**src/rtl/meta_info_rom.sv**
```systemverilog
// Metadata ROM for the multi-project mux: returns one ASCII character of a project's
// name string per cycle, selected by {proj_idx, chr_idx}, through a single output register.
module meta_info_rom #(
    parameter int NUM_PROJ = 64,
    parameter int SELF_IDX = 5
) (
    input  logic        clock,
    input  logic        reset,
    input  logic [11:0] io_in,
    output logic [11:0] io_out
);

    localparam logic [6:0] NUM_PROJ_C = 7'(NUM_PROJ);
    localparam logic [5:0] SELF_IDX_C = 6'(SELF_IDX);

    logic [5:0]  chr_idx_s;
    logic [5:0]  proj_idx_s;
    logic [5:0]  tens_s;
    logic [5:0]  ones_s;
    logic [7:0]  char_s;
    logic [11:0] out_d;
    logic [11:0] out_q;

    function automatic logic is_printable(input logic [7:0] b);
        return (b >= 8'h20) && (b <= 8'h7E);
    endfunction

    function automatic logic [7:0] self_char(input logic [5:0] c);
        logic [7:0] ch;
        case (c)
            6'd0:    ch = 8'h6D;
            6'd1:    ch = 8'h65;
            6'd2:    ch = 8'h74;
            6'd3:    ch = 8'h61;
            6'd4:    ch = 8'h5F;
            6'd5:    ch = 8'h69;
            6'd6:    ch = 8'h6E;
            6'd7:    ch = 8'h66;
            6'd8:    ch = 8'h6F;
            default: ch = 8'h00;
        endcase
        return ch;
    endfunction

    function automatic logic [7:0] proj_char(input logic [5:0] c,
                                             input logic [5:0] tens,
                                             input logic [5:0] ones);
        logic [7:0] ch;
        case (c)
            6'd0:    ch = 8'h70;
            6'd1:    ch = 8'h72;
            6'd2:    ch = 8'h6F;
            6'd3:    ch = 8'h6A;
            6'd4:    ch = 8'h5F;
            6'd5:    ch = 8'h30 + {2'b00, tens};
            6'd6:    ch = 8'h30 + {2'b00, ones};
            default: ch = 8'h00;
        endcase
        return ch;
    endfunction

    assign chr_idx_s  = io_in[5:0];
    assign proj_idx_s = io_in[11:6];
    assign tens_s     = proj_idx_s / 6'd10;
    assign ones_s     = proj_idx_s % 6'd10;

    // Character lookup for the sampled slot; anything not printable collapses to NUL.
    always_comb begin
        char_s = 8'h00;
        out_d  = 12'h000;
        if (proj_idx_s == SELF_IDX_C) begin
            char_s = self_char(chr_idx_s);
        end else if ({1'b0, proj_idx_s} < NUM_PROJ_C) begin
            char_s = proj_char(chr_idx_s, tens_s, ones_s);
        end else begin
            char_s = 8'h00;
        end
        if (is_printable(char_s)) begin
            out_d = {4'h0, char_s};
        end else begin
            out_d = 12'h000;
        end
    end

    // Output register with synchronous reset.
    always_ff @(posedge clock) begin
        if (reset) begin
            out_q <= 12'h000;
        end else begin
            out_q <= out_d;
        end
    end

    assign io_out = out_q;

endmodule

```
**config.mk**
```make
export PLATFORM = sky130hd
export DESIGN_NAME = meta_info_rom
export DESIGN_NICKNAME = d
export VERILOG_FILES = /design/src/rtl/meta_info_rom.sv
export SDC_FILE = /design/constraint.sdc
export NUM_CORES = 1
export LEC_CHECK = 0
export CORE_MARGIN = 5
export CORE_UTILIZATION = 43
export CTS_CLUSTER_DIAMETER = 30
export CTS_CLUSTER_SIZE = 12
export DETAILED_ROUTE_END_ITERATION = 16
export PLACE_DENSITY = 0.76
export SLEW_MARGIN = 0
export SYNTH_ARGS = -nofsm -noshare
export SYNTH_HDL_FRONTEND = slang
export SYNTH_SLANG_ARGS = --single-unit
```
**constraint.sdc**
```tcl
create_clock -name clock -period 1.6 [get_ports clock]
set_input_delay 0.32 -clock clock [delete_from_list [all_inputs] [get_ports clock]]
set_output_delay 0.32 -clock clock [all_outputs]
set_load 0.01 [all_outputs]
```
# Word level (Yosys, flattened, before mapping)
# Memory sizes are Yosys's and may differ from the RTL's.
# Index checks and enable logic that the tools add are counted.
[op_classes] n_lt_le_gt_ge=2 n_mux=3 reduce_logical=4 div=2 bitwise=1 addsub=2 n_eq_ne=7
[op_table] cell="$pmux W7 S7" count=1
[op_table] cell="$eq A6 B3 Y1 const B" count=4
[op_table] cell="$mux W8" count=2
[op_table] cell="$add A6 B6 Y7 const A" count=2
[op_table] cell="$eq A6 B2 Y1 const B" count=2
[op_table] cell="$ge A8 B6 Y1 const B" count=1
[op_table] cell="$le A8 B7 Y1 const B" count=1
[op_table] cell="$div A6 B4 Y6 const B" count=1
[op_table] cell="$eq A6 B1 Y1 const B" count=1
[op_table] cell="$logic_not A6 Y1" count=1
[op_table] cell="$mod A6 B4 Y6 const B" count=1
[op_table] cell="$logic_not A2 Y1" count=1
[op_table] cell="$reduce_or A2 Y1" count=1
[op_table] cell="$logic_and A1 B1 Y1" count=1
[op_table] cell="$not A1 Y1" count=1
[totals] elab_cells=24 output_inout_bits=12 reg_bits=12 in_bits=14 rom_bits=112 n_memories=1
[mem_list] name="(no name shown)" words=16 word_bits=7 read_ports=1 rd_ports_with_merged_regs=0 wr=0 line_no="30" source="case (c)"

# Depth between registers and ports, before layout
# Gate-level depths: netlist of the first run.
[depth] depth_word=8 ltp_mapped=7 ltp_nobuf=6

# Worst setup path after synthesis of the first run
# OpenSTA, ideal clock, no wires.
[synth_timing] kind="input port to flip-flop" startpoint="input io_in[11]" endpoint="register out_q[1] (netlist: io_out[1])" stages=6 n_path_buf=1 arrival_time_ns=1.397 setup_slack_ns=0.072 t_required_ns=1.469 setup_time_ns=0.131 path_cell_list="buf_2 > inv_1 > maj3_1 > a21o_1 > a311oi_1 > a211oi_1"
[synth_between] elab_chain_len=8 elab_cells_between_ends=12 classes_between="2 x add/sub; 2 x div; 2 x order compare; 1 x eq/ne; 2 x mux; 1 x bitwise; 2 x reduce/logical"
[synth_rtl] element="from (decl)" line_no="9" source="input logic [11:0] io_in,"
[synth_rtl] element="$mod A6 B4 Y6 / $div A6 B4 Y6 (equally long branches)" line_no="65, 64"
[synth_rtl] element="$add A6 B6 Y7 (on tied branches)" line_no="56, 55"
[synth_rtl] element="$pmux W7 S7" line_no="49" source="case (c)"
[synth_rtl] element="$mux W8 *" line_no="71" source="if (proj_idx_s == SELF_IDX_C) begin"
[synth_rtl] element="$ge A8 B6 Y1 / $le A8 B7 Y1 (equally long branches)" line_no="25" source="return (b >= 8'h20) && (b <= 8'h7E);"
[synth_rtl] element="$logic_and A1 B1 Y1" line_no="25"
[synth_rtl] element="$not A1 Y1 (no line)"
[synth_rtl] element="$reduce_or A2 Y1 (no line)"
[synth_rtl] element="to (signal assigned)" line_no="90" source="out_q <= out_d;"
[synth_rtl] element="to (decl)" line_no="22" source="logic [11:0] out_q;"
# Mark *: on every way between the ends. The rest lies on a longest branch, timed or not.
# A chain may end at the register's enable or synchronous reset.

# Worst setup path in the final report of the first run
[layout_timing] startpoint="input io_in[9]" endpoint="register out_q[1] (netlist: io_out[1])"
# Same word-level chain as after synthesis.

==> metrics.txt, run 1 <==
main combinational cell family by area after synthesis simple AND/OR/NAND/NOR gates; hold depth 4; CP required about 1.7 ns; chip height between 50 and 60 microns; TNS Setup -0.01978 ns; # setup viols final 1; Clk pin slew, worst setup/hold paths 0.05 ns; H-Tree Depth 1; drt drc 0; top cell type's share of synthesized area 15.34%; failing checks negative setup slack; multi-input logic area around 740 sq um; WP buf/inv 2; vias per inst 5.532; status complete, but fails checks; max FFs per register 7; core area ~0.0020 sq mm; Nets 205; Buffers on Ports 20; Final Cycle Share 101.2%; Placed Cells 210; xor/xnor cell area share of the yosys netlist under 10%; Synth Register Bits 7; Worst Hold Class input pin to register; FP Rows 16; routability cong. around 0.95; initial DRC count slightly above 50; commonest non-fill, non-tap cell in the layout buf_4; Fin. Hold Viols 0; largest net degree at the start of global routing 13; WL/cell 14.06 microns; Adder-Cell Fraction of Synth Area ~2.5%; antenna diode count 0; initial core utilization 45.63%; Area Overhead vs Synth 62.19%; EDFF count, synth 0; Seq/Total Area, Yosys approximately 15%; total CTS buffers 3; HPWL after DPL approximately 2.3 mm; post-synthesis cell type count 49; CP Launch Type input pin; Avg Inst Size Synth ~7 sq um; most frequent cells in the layout 44 x buf_4, 13 x nand2_1, 9 x nor2_1; pwr dens just over 400 mW/mm^2; mapped cell area about 910 sq um; WS Path Type input pin to register; max-capacitance violation count 0; layout cells sized above 1 approximately a third; Total Power 611.8 uW; met2 Use GR 32.72%; Worst path slowest cell maj3_1; top post-synthesis cells by area dfxtp_1 15%, nand2_1 5.3%, nand3_1 4.4%; async set-reset flop share out of synthesis 0%; vias in the first global route between 1000 and 1500; First-pass DRT Iterations 4; maximum fanout along the worst path 12; non-filler cells, final around 220; register area between 100 and 150 sq um; CP Data Arrival Time 1.74 ns; yosys warns 0; clock sink count 7; CP delay by family, top compound AO/OA/AOI/OAI gates; LEAKAGE around 0.00063 uW; M3 GR Usage between 5 and 6%; Post-Synth Simple-Gate Area around a third; met1 usage between 20% and 30%; worst path cell trace dlygate4sd2_1, buf_4, maj3_1, a21o_1, a311oi_1, a211oi_1; root buf cell clkbuf_4; max incr delay on CP between 0.3 and 0.4 ns; GRT busiest layer met2; CP Depth 6; Main synth FF type dfxtp_1; maximum clock frequency about 620 MHz; cell accounting for the most synthesized area dfxtp_1; worst setup margin -0.01978 ns; Fillers roughly 180; Mapped Cells 130; compound-gate portion of the synthesized area between 30 and 40%; mux cell area share after synthesis 1.096%; DIE WIDTH approximately 56 microns; Antenna Nets Post-Route 0; gr usage total between 10% and 20%; Final Max Tran Viols 0; CP Capture Type register; CTS Buffer Depth 2; CTS tree done; IO Pins 26; gr ovfl total 0; first-pass GRT wire length 4.954 mm; routed via count between 1000 and 1500; antenna violations before repair 0; Die Area around 0.0031 sq mm; VDD IR max around 0.00050 V; Period minus WS final around 1.6 ns; Total Routed Length between 3 and 4 mm
-- cell families after synthesis --
kind of cell	Yosys count
multiplexers	1
AO/OA/AOI/OAI	40
buffers and inverters	19
other	2
adder cells (fa/ha/maj)	2
AND/OR/NAND/NOR	56
XOR/XNOR	3
flip-flops	7
-- cells in the mapped netlist (4+ instances only) --
cell type and n:
a31oi_1 4, buf_2 6, buf_4 5, nor2b_1 5
o21ai_0 7, nand2_1 13, nand3_1 8, a21oi_1 4
inv_1 4, nor3_1 7, dfxtp_1 7, nand2b_1 4
nor2_1 9
-- final cells by class --
cell class	count	share of cell area [%]
clock buffers	4	1.774
multi-input cells	109	49.83
flip-flops and latches	7	9.459
inverters	4	1.014
repair buffers	65	35.64
well taps	27	2.280
-- report_power, final --
part | internal [uW] | switching (uW) | leakage, uW
Combinational | 138 | 138 | 0.000558
Sequential | 177 | 0.509 | 0.0000566
Clock | 95.0 | 62.5 | 0.0000150
Total | 411 | 201 | 0.000630
-- per-layer routing --
layer	part of all wire [%]	vias to the layer above
met4	0.89	0
met2	50	65
li1	-	587
met1	41	539
met3	8.0	4
met5	0	-
-- worst min-delay path: stages --
cell and delay, ns:
clkdlybuf4s15_1 0.20, buf_4 0.14, nor3_4 0.04, o2111a_1 0.11
-- worst paths after layout --
check | startpoint | end
setup / recovery | io_in[9] | io_out[1]$_SDFF_PP0_
hold / removal | io_in[5] | io_out[5]$_SDFF_PP0_
-- repair_timing --
| action | CTS | global route |
|---|---|---|
| hold buffers | 0 | 0 |
| cloned | 0 | 0 |
| setup buffers | 2 | 0 |
| gates resized for setup | 18 | 13 |
| endpoints found under the hold margin | 0 | 0 |
| setup endpoints to repair | 6 | 4 |
| pin swaps | 9 | 6 |
-- through the flow --
stage / util (%) / hold WS, ns / area (sq um) / setup WS [ns]
after floorplan: - / 0.5012 / 932.1 / 0.07209
after global routing: 74.00 / 0.6390 / 1481 / -0.07630
after detailed placement: 69.88 / 1.040 / 1399 / -0.4628
final: 74.00 / 0.6216 / 1481 / -0.01978
after global placement: 69.88 / 1.058 / 1399 / -0.4773
after CTS: 72.56 / 0.6469 / 1453 / 0.02193
(Power assumes the default switching activity.)
==> run 2: changes to the inputs <==
--- a/config.mk
+++ b/config.mk
@@ -5,6 +5,7 @@
 export SDC_FILE = /design/constraint.sdc
 export NUM_CORES = 1
 export LEC_CHECK = 0
+export CAP_MARGIN = 20
 export CORE_MARGIN = 5
 export CORE_UTILIZATION = 43
 export CTS_CLUSTER_DIAMETER = 30
==> results of run 2 <==
The final DEF is identical to that of run 1; final timing and power are the same.
==> run 3: changes to the inputs <==
--- a/config.mk
+++ b/config.mk
@@ -12,6 +12,7 @@
 export CTS_CLUSTER_SIZE = 12
 export DETAILED_ROUTE_END_ITERATION = 16
 export PLACE_DENSITY = 0.76
+export SKIP_CTS_REPAIR_TIMING = 1
 export SLEW_MARGIN = 0
 export SYNTH_ARGS = -nofsm -noshare
 export SYNTH_HDL_FRONTEND = slang
==> run 3 against run 2 <==
Net effect:
- the flow now finishes without violations
- clock-buffer cell count unchanged
- die area unchanged
- combinational power increased by 3%
- power increased by 0.88%
- critical path depth increased by 1
- core utilization increased by 2.2 points
- worst hold slack got worse by 0.069 ns
==> metrics.txt, run 3 (synthesis gave the netlist of run 1 again) <==
Antenna Nets Post-Route 0 (unchanged); combinational share of power 45.8% (+0.6 points); initial core utilization 45.63% (unchanged); IO Pins 26 (unchanged); most frequent cells in the layout 42 x buf_4, 13 x nand2_1, 12 x dlymetal6s2s_1; commonest non-fill, non-tap cell in the layout buf_4; maximum clock frequency 643.2 MHz (+4.2%); VDD IR max 0.0004953 V (-1.6%); max incr delay on CP 0.52 ns (+0.14 ns); Area Overhead vs Synth 67.12%; Worst path slowest cell clkdlybuf4s50_1; initial DRC count 55 (+7.8%); FP Rows 16 (unchanged); Final Cycle Share 97.17% (-4.1 points); worst path cell trace clkdlybuf4s50_1, inv_1, o2111ai_1, o21ai_1, a41oi_2, buf_4, a21oi_2; gr usage total 18.35% (-0.77 points); drt drc 0 (unchanged); Net Sw Power 201.5 uW (+0.14%); max FFs per register 7 (unchanged); maximum fanout along the worst path 5 (-7); core area 0.002002 sq mm (unchanged); routability cong. 0.9479 (unchanged); DIE WIDTH 56.09 microns (unchanged); WP buf/inv 3 (+1); Period minus WS final 1.555 ns (-0.06512 ns); Total Power 617.1 uW (+0.88%); root buf cell clkbuf_4; CP delay by family, top buffers and inverters; CP Data Arrival Time 1.70 ns (-0.04 ns); layout cells sized above 1 34.76% (-0.16 points); max-capacitance violation count 0 (unchanged); First-pass DRT Iterations 4 (unchanged); TNS Setup 0 ns (+0.01978 ns); Final Max Tran Viols 0 (unchanged); Total Routed Length 3.096 mm (+1.9%); WL/cell 14.47 microns (+2.9%); clock share of power 25.4% (-0.3 points); CTS Buffer Depth 2 (unchanged); CTS tree done; Die Area 0.003146 sq mm (unchanged); clock sink count 7 (unchanged); # setup viols final 0 (-1); total CTS buffers 3 (unchanged); H-Tree Depth 1 (unchanged); Nets 203 (-0.98%); CP Capture Type register; first-pass GRT wire length 4.774 mm (-3.6%); Final Util 76.25% (+2.2 points); WS Path Type input pin to register; HPWL after DPL 2.318 mm (unchanged); pwr dens 404.3 mW/mm^2 (-2.1%); CP required 1.74 ns (+0.02 ns); vias per inst 5.565 (+0.60%); CP Launch Type input pin; largest net degree at the start of global routing 13 (unchanged); vias in the first global route 1122 (-2.3%); post-route design area 0.001526 sq mm (+3.0%); Buffers on Ports 20 (unchanged); Reg power frac 28.8% (-0.3 points); chip height 56.09 microns (unchanged); LEAKAGE 0.0007171 uW (+14%); gr ovfl total 0 (unchanged); dpl cell area 0.001399 sq mm (unchanged); Clk pin slew, worst setup/hold paths 0.05 ns (about the same); Pint 415.6 uW (+1.2%); switch share 32.65% (-0.24 points); status complete, no violations; routed via count 1191 (-0.33%); Worst Hold Class input pin to register; Fin. Hold Viols 0 (unchanged); antenna diode count 0 (unchanged); antenna violations before repair 0 (unchanged)
==> run 3: changes by cell type in the layout (fill, tap and decap cells not counted), moves of 2 or more <==
| cell | previous run | this run |
|---|---|---|
| nor3_1 | 5 | 3 |
| dlygate4sd2_1 | 7 | 0 |
| dlymetal6s2s_1 | 0 | 12 |
| buf_4 | 44 | 42 |
| clkdlybuf4s15_1 | 4 | 0 |
| nor3_2 | 2 | 4 |
==> run 3: routing by layer <==
layer | part of all wire [%] | vias to the layer above | GRT usage, %
met2 | 52 | 62 | 31.72
met5 | 0 | - | 0
met1 | 39 | 544 | 21.70
met3 | 8.0 | 6 | 5.568
li1 | - | 579 | -
met4 | 1.4 | 0 | 5.085
==> run 3: final cells by class <==
type | instances | area [sq um]
multi-input cells | 109 | 754.5
inverters | 4 | 15.01
repair buffers | 63 | 556.8
well taps | 27 | 33.78
fillers | 157 | 475.5
flip-flops and latches | 7 | 140.1
clock buffers | 4 | 26.28
==> run 3: power groups by stage <==
| stage | Sequential (uW) | Clock [uW] | Combinational, uW |
|---|---|---|---|
| floorplan | 183 | 0 | 139 |
| global placement | 181 | 0 | 261 |
| detailed placement | 181 | 0 | 266 |
| CTS | 178 | 165 | 267 |
| global route | 178 | 174 | 306 |
| finish | 178 | 157 | 283 |
==> run 3: final timing paths <==
| kind | startpoint | end | cells after the start |
|---|---|---|---|
| hold / removal | io_in[5] | io_out[5]$_SDFF_PP0_ | 4 |
| setup / recovery | reset | io_out[3]$_SDFF_PP0_ | 7 |
==> run 3: tightest hold or removal path: cells and delay by family <==
family                 cells  cell delay (ns)
AO/OA/AOI/OAI              1             0.12
buffers and inverters      2             0.27
AND/OR/NAND/NOR            1             0.04
==> run 3: per-stage QoR <==
stage	setup slack (ns)	hold slack, ns	std cells
floorplan	0.07209	0.5012	135
global placement	-0.4773	1.058	210
detailed placement	-0.4628	1.040	210
CTS	-0.2012	0.7835	214
global route	-0.02726	0.5523	214
finish	0.04533	0.5530	214
